File: config.mk
export PLATFORM = sky130hd
export DESIGN_NAME = motoro3_step_ramp_ctrl
export DESIGN_NICKNAME = d
export VERILOG_FILES = /design/src/rtl/motoro3_step_ramp_ctrl.sv
export SDC_FILE = /design/constraint.sdc
export NUM_CORES = 1
export LEC_CHECK = 0
export ABC_CLOCK_PERIOD_IN_PS = 4420
export CAP_MARGIN = 15
export CELL_PAD_IN_SITES_DETAIL_PLACEMENT = 0
export CELL_PAD_IN_SITES_GLOBAL_PLACEMENT = 1
export CORE_UTILIZATION = 41
export CTS_CLUSTER_DIAMETER = 150
export DETAILED_ROUTE_END_ITERATION = 8
export PLACE_DENSITY_LB_ADDON = 0.3
export SETUP_SLACK_MARGIN = 0.1
export SYNTH_ARGS = -nofsm -noshare
export SYNTH_HDL_FRONTEND = slang
export SYNTH_SLANG_ARGS = --single-unit
File: constraint.sdc
create_clock -name clk -period 4.42 [get_ports clk]
set_input_delay 0.663 -clock clk [delete_from_list [all_inputs] [get_ports clk]]
set_output_delay 0.663 -clock clk [all_outputs]
set_load 0.05 [all_outputs]
File: src/rtl/motoro3_step_ramp_ctrl.sv
// motoro3_step_ramp_ctrl: ramps lcStep toward a target and applies shadowed pwmLen/pwmMin, updating only at PWM period ends
module motoro3_step_ramp_ctrl #(
    parameter logic [3:0] STEP_MAX    = 4'd15,
    parameter int         DWELL_W     = 16,
    parameter logic [7:0] PWM_LEN_DEF = 8'd200,
    parameter logic [7:0] PWM_MIN_DEF = 8'd20
) (
    input  logic               clk,
    input  logic               nRst,
    input  logic               rcEnable,
    input  logic [3:0]         rcTargetStep,
    input  logic [DWELL_W-1:0] rcDwell,
    input  logic [7:0]         rcPwmLenIn,
    input  logic [7:0]         rcPwmMinIn,
    input  logic               rcLoad,
    input  logic               rcCycleEnd,
    output logic [7:0]         pwmLen,
    output logic [7:0]         pwmMin,
    output logic [3:0]         lcStep,
    output logic               rcUpdate,
    output logic               rcBusy,
    output logic               rcAtTarget,
    output logic [1:0]         rcState
);
    typedef enum logic [1:0] {IDLE = 2'b00, RAMP_UP = 2'b01, RAMP_DOWN = 2'b10, HOLD = 2'b11} state_t;
    localparam logic [DWELL_W-1:0] ONE = {{(DWELL_W-1){1'b0}}, 1'b1};
    state_t state, state_nxt;
    logic [DWELL_W-1:0] cnt, cnt_nxt, cnt_inc, dwell_eff;
    logic [3:0] tgt, step_nxt;
    logic [7:0] sh_len, sh_min, len_nxt, min_nxt;
    logic pend, apply, tick;
    assign tgt       = rcEnable ? (rcTargetStep > STEP_MAX ? STEP_MAX : rcTargetStep) : 4'd0;
    assign dwell_eff = (rcDwell == '0) ? ONE : rcDwell;
    assign cnt_inc   = cnt + ONE;
    // >= rather than == so a dwell shortened mid-step still releases the step
    assign tick      = cnt_inc >= dwell_eff;
    assign apply     = rcCycleEnd && pend;
    assign len_nxt   = apply ? sh_len : pwmLen;
    assign min_nxt   = apply ? sh_min : pwmMin;
    always_comb begin
        state_nxt = state;
        cnt_nxt   = cnt;
        step_nxt  = lcStep;
        case (state)
            IDLE: if (tgt != 4'd0) begin
                state_nxt = RAMP_UP;
                cnt_nxt   = '0;
            end
            RAMP_UP: if (tgt == lcStep) state_nxt = (tgt == 4'd0) ? IDLE : HOLD;
            else if (tgt < lcStep) begin
                state_nxt = RAMP_DOWN;
                cnt_nxt   = '0;
            end else if (rcCycleEnd) begin
                cnt_nxt  = tick ? '0 : cnt_inc;
                step_nxt = (tick && lcStep < STEP_MAX) ? lcStep + 4'd1 : lcStep;
            end
            RAMP_DOWN: if (tgt == lcStep) state_nxt = (tgt == 4'd0) ? IDLE : HOLD;
            else if (tgt > lcStep) begin
                state_nxt = RAMP_UP;
                cnt_nxt   = '0;
            end else if (rcCycleEnd) begin
                cnt_nxt  = tick ? '0 : cnt_inc;
                step_nxt = (tick && lcStep != 4'd0) ? lcStep - 4'd1 : lcStep;
            end
            HOLD: if (tgt != lcStep) begin
                state_nxt = (tgt > lcStep) ? RAMP_UP : RAMP_DOWN;
                cnt_nxt   = '0;
            end
        endcase
    end
    always_ff @(posedge clk or negedge nRst) begin
        if (!nRst) begin
            state    <= IDLE;
            cnt      <= '0;
            lcStep   <= 4'd0;
            pwmLen   <= PWM_LEN_DEF;
            pwmMin   <= PWM_MIN_DEF;
            sh_len   <= PWM_LEN_DEF;
            sh_min   <= PWM_MIN_DEF;
            pend     <= 1'b0;
            rcUpdate <= 1'b0;
        end else begin
            state    <= state_nxt;
            cnt      <= cnt_nxt;
            lcStep   <= step_nxt;
            pwmLen   <= len_nxt;
            pwmMin   <= min_nxt;
            // a load coinciding with a period end is kept pending for the following period end
            sh_len   <= rcLoad ? rcPwmLenIn : sh_len;
            sh_min   <= rcLoad ? (rcPwmMinIn > rcPwmLenIn ? rcPwmLenIn : rcPwmMinIn) : sh_min;
            pend     <= rcLoad ? 1'b1 : (apply ? 1'b0 : pend);
            rcUpdate <= (len_nxt != pwmLen) || (min_nxt != pwmMin) || (step_nxt != lcStep);
        end
    end
    assign rcBusy     = (state == RAMP_UP) || (state == RAMP_DOWN);
    assign rcAtTarget = (state == HOLD);
    assign rcState    = state;
endmodule

==> impl_metrics.toml <==
[critical_path]
endpoint_kind = "register"
max_stage_delay_ns = 0.46
cp_top_family = "simple AND/OR/NAND/NOR gates"
crit_buf_inv = 0
crit_slowest_cell = "dfrtp_1"
arrival_ns = 4.28
cp_max_fo = 16
cp_cell_sequence = "and4_1 > nand4_1 > nor2_1 > and3_1 > nand3_1 > xnor2_1 > ha_1 > nand4_1 > nor3_2 > o311ai_4 > a31oi_4 > nand3_1 > or4_1 > o211ai_1"
start_kind = "register"
worstPathRequired_ns = 4.65
crit_type = "register to register"

[detailed_routing]
drc = 0
firstDrtPassIters = 4
vias = 3466
via_per_inst = 5.52
ant_nets = 0
first_iter_violations = 87
wl_per_cell_um = 15.7
routed_wl_um = 9880

[synthesis]
synthAdderAreaFrac = 0.111
yosysMostFrequentCell = "dfrtp_1"
syn_avg_cell_area_um2 = 9.31
syn_inst = 437
synthFlopType = "dfrtp_1"
syn_nets = 514
synth_edf_count = 0
async_reset_ff_frac = 1.00
synth_top_family_by_area = "compound AO/OA/AOI/OAI gates"
synth_cell_type_count = 61
synth_common_cells = "dfrtp_1, ha_1, inv_1, o21ai_0, mux2_2"
ys_warn_count = 0
synth_compound_area_frac = 0.182
yosys-top-cells-area = "dfrtp_1, ha_1, mux2_2"
synth_top_area_cell = "dfrtp_1"
syn_area_um2 = 4070
synthXorXnorAreaFrac = 0.0646
netlist.area_leader.share = 0.283
muxShareOfSynthArea = 0.0742
ys_ff_latch = 56
synthSimpleGateAreaFrac = 0.170
synth_seq_area_share = 0.348

[sta]
fmax_ghz = 0.247
slew_violations = 0
worst_pin_slew_ns = 0.954
holdWs_ns = 0.356
rsz0062_at_grt = "false"
slew_headroom = 0.362
final.setup.tns_ns = 0
fin_skew_ns = 0.00475
min_period_over_period = 0.916
finalCriticalPeriod_ns = 4.05
hold_viol = 0
setup_viol = 0

[grt]
grt_util_all_layers = 0.201
grt_pass1_wl_um = 16400
antenna_found_initial = 0
grt_max_degree = 30
overflow = 0
grt_pass1_vias = 3371

[place]
port_buffers = 65
gp_congestion = 0.923
dp_hpwl_um = 7520

[power_and_ir_drop]
leakagePower_uw = 0.00211
ir_drop_mv = 0.263
powerDensity_nw_per_um2 = 390

[clocking]
htreeDepth = 2
cts_root_buffer = "clkbuf_8"
post_cts_buffers = 0
clk_path_buf_depth = 2
clk_pin_slew_ns = 0.11
post_cts_resized = 0
hold_buffers = 0
cts_tree = "yes"
cts_buffers = 5
cts_sinks = 56
clkLatencyLatePin_ns = 0.31

[floorplan]
dieWidth_um = 102
die_area_um2 = 10300
start_util = 0.432
core-area_um2 = 9420
num_rows = 35
chipHeight_um = 102
ios = 66

[final_layout]
syn_to_final_growth_pct = 21.2
final_nets = 575
drive_above_1_share = 0.114
fill_cells = 885
num_antenna_cells = 0

[run_status]
status = "completed"

[worst_hold_path]
hold_path_class = "input pin to asynchronous set/reset pin"

[run]
drv_cap = 0
==> per-stage QoR <==
step / util / total power, uW / instances / cell area [um2] / worst slack, ns
6_report: 0.523 / 1920 / 628 / 4930 / 0.371
3_5_place_dp: 0.513 / 1620 / 620 / 4830 / 0.456
2_1_floorplan: - / 1320 / 437 / 4070 / 0.928
4_1_cts: 0.523 / 1930 / 628 / 4930 / 0.417
5_1_grt: 0.523 / 2050 / 628 / 4930 / 0.123
3_3_place_gp: 0.513 / 1610 / 620 / 4830 / 0.587
==> power breakdown <==
group / switching (uW) / internal [uW]
combinational: 591 / 359
clock: 191 / 117
sequential: 72.3 / 592
total: 854 / 1070
==> path summary, 6_finish.rpt <==
path,endpoint,start,slack (ns),depth (start not counted)
worst min register to register,pend$_DFFE_PN0P_,pend$_DFFE_PN0P_,0.51,1
worst min-delay path,pwmMin[0]$_DFF_PN0_,nRst,0.36,1
worst max-delay path,lcStep[2]$_DFF_PN0_,cnt[2]$_DFFE_PN0P_,0.37,14
min in group clk,pend$_DFFE_PN0P_,pend$_DFFE_PN0P_,0.51,1
max in group asynchronous,pwmLen[6]$_DFF_PN1_,nRst,3.19,2
worst max register to register,lcStep[2]$_DFF_PN0_,cnt[2]$_DFFE_PN0P_,0.37,14
==> flip-flops by register name, indices dropped and copies added, names as in the netlist <==
register / count
rcState: 2
pwmLen: 8
sh_len: 8
pwmMin: 8
cnt: 16
rcUpdate: 1
pend: 1
lcStep: 4
sh_min: 8
==> worst register-to-register path: stages, from the launching register on <==
cell      delay, ns
dfrtp_1        0.46
and4_1         0.27
nand4_1        0.20
nor2_1         0.28
and3_1         0.29
nand3_1        0.15
xnor2_1        0.16
ha_1           0.34
nand4_1        0.15
nor3_2         0.34
o311ai_4       0.22
a31oi_4        0.46
nand3_1        0.13
or4_1          0.42
o211ai_1       0.10
==> logic make-up after synthesis <==
| group | after synthesis |
|---|---|
| DFF | 56 |
| and+or+nand+nor | 128 |
| buffers and inverters | 51 |
| AOI/OAI and AO/OA | 109 |
| muxes | 27 |
| xor gates and xnor gates | 30 |
| adders and majority gates | 36 |
==> layout by cell type (no fill, tap or decap), types with 11 or more instances in the layout <==
cell / count
dfrtp_1: 46
ha_1: 36
nor2_1: 21
clkdlybuf4s50_1: 64
nand4_1: 11
nand3_1: 22
xnor2_1: 23
a31oi_1: 15
mux2_2: 25
a21oi_1: 21
inv_1: 35
nand2_1: 20
o21ai_0: 29
==> cell type report <==
type,count,area [um2],share of cell area
clock buffers,5,68.8,0.0140
clock inverters,3,27.5,0.00559
inverters,37,139,0.0282
multi-input cells,330,2450,0.497
flip-flops and latches,56,1410,0.287
well taps,129,161,0.0327
repair buffers,68,668,0.136
==> per-layer routing <==
layer / vias to the layer above / GRT usage / wire, um
met3: 4 / 0.0283 / 478
met4: 0 / 0.0390 / 44
li1: 1725 / - / -
met2: 87 / 0.332 / 4630
met5: - / 0 / 0
met1: 1650 / 0.283 / 4730
No activity file was read; power rests on OpenSTA's default activity.
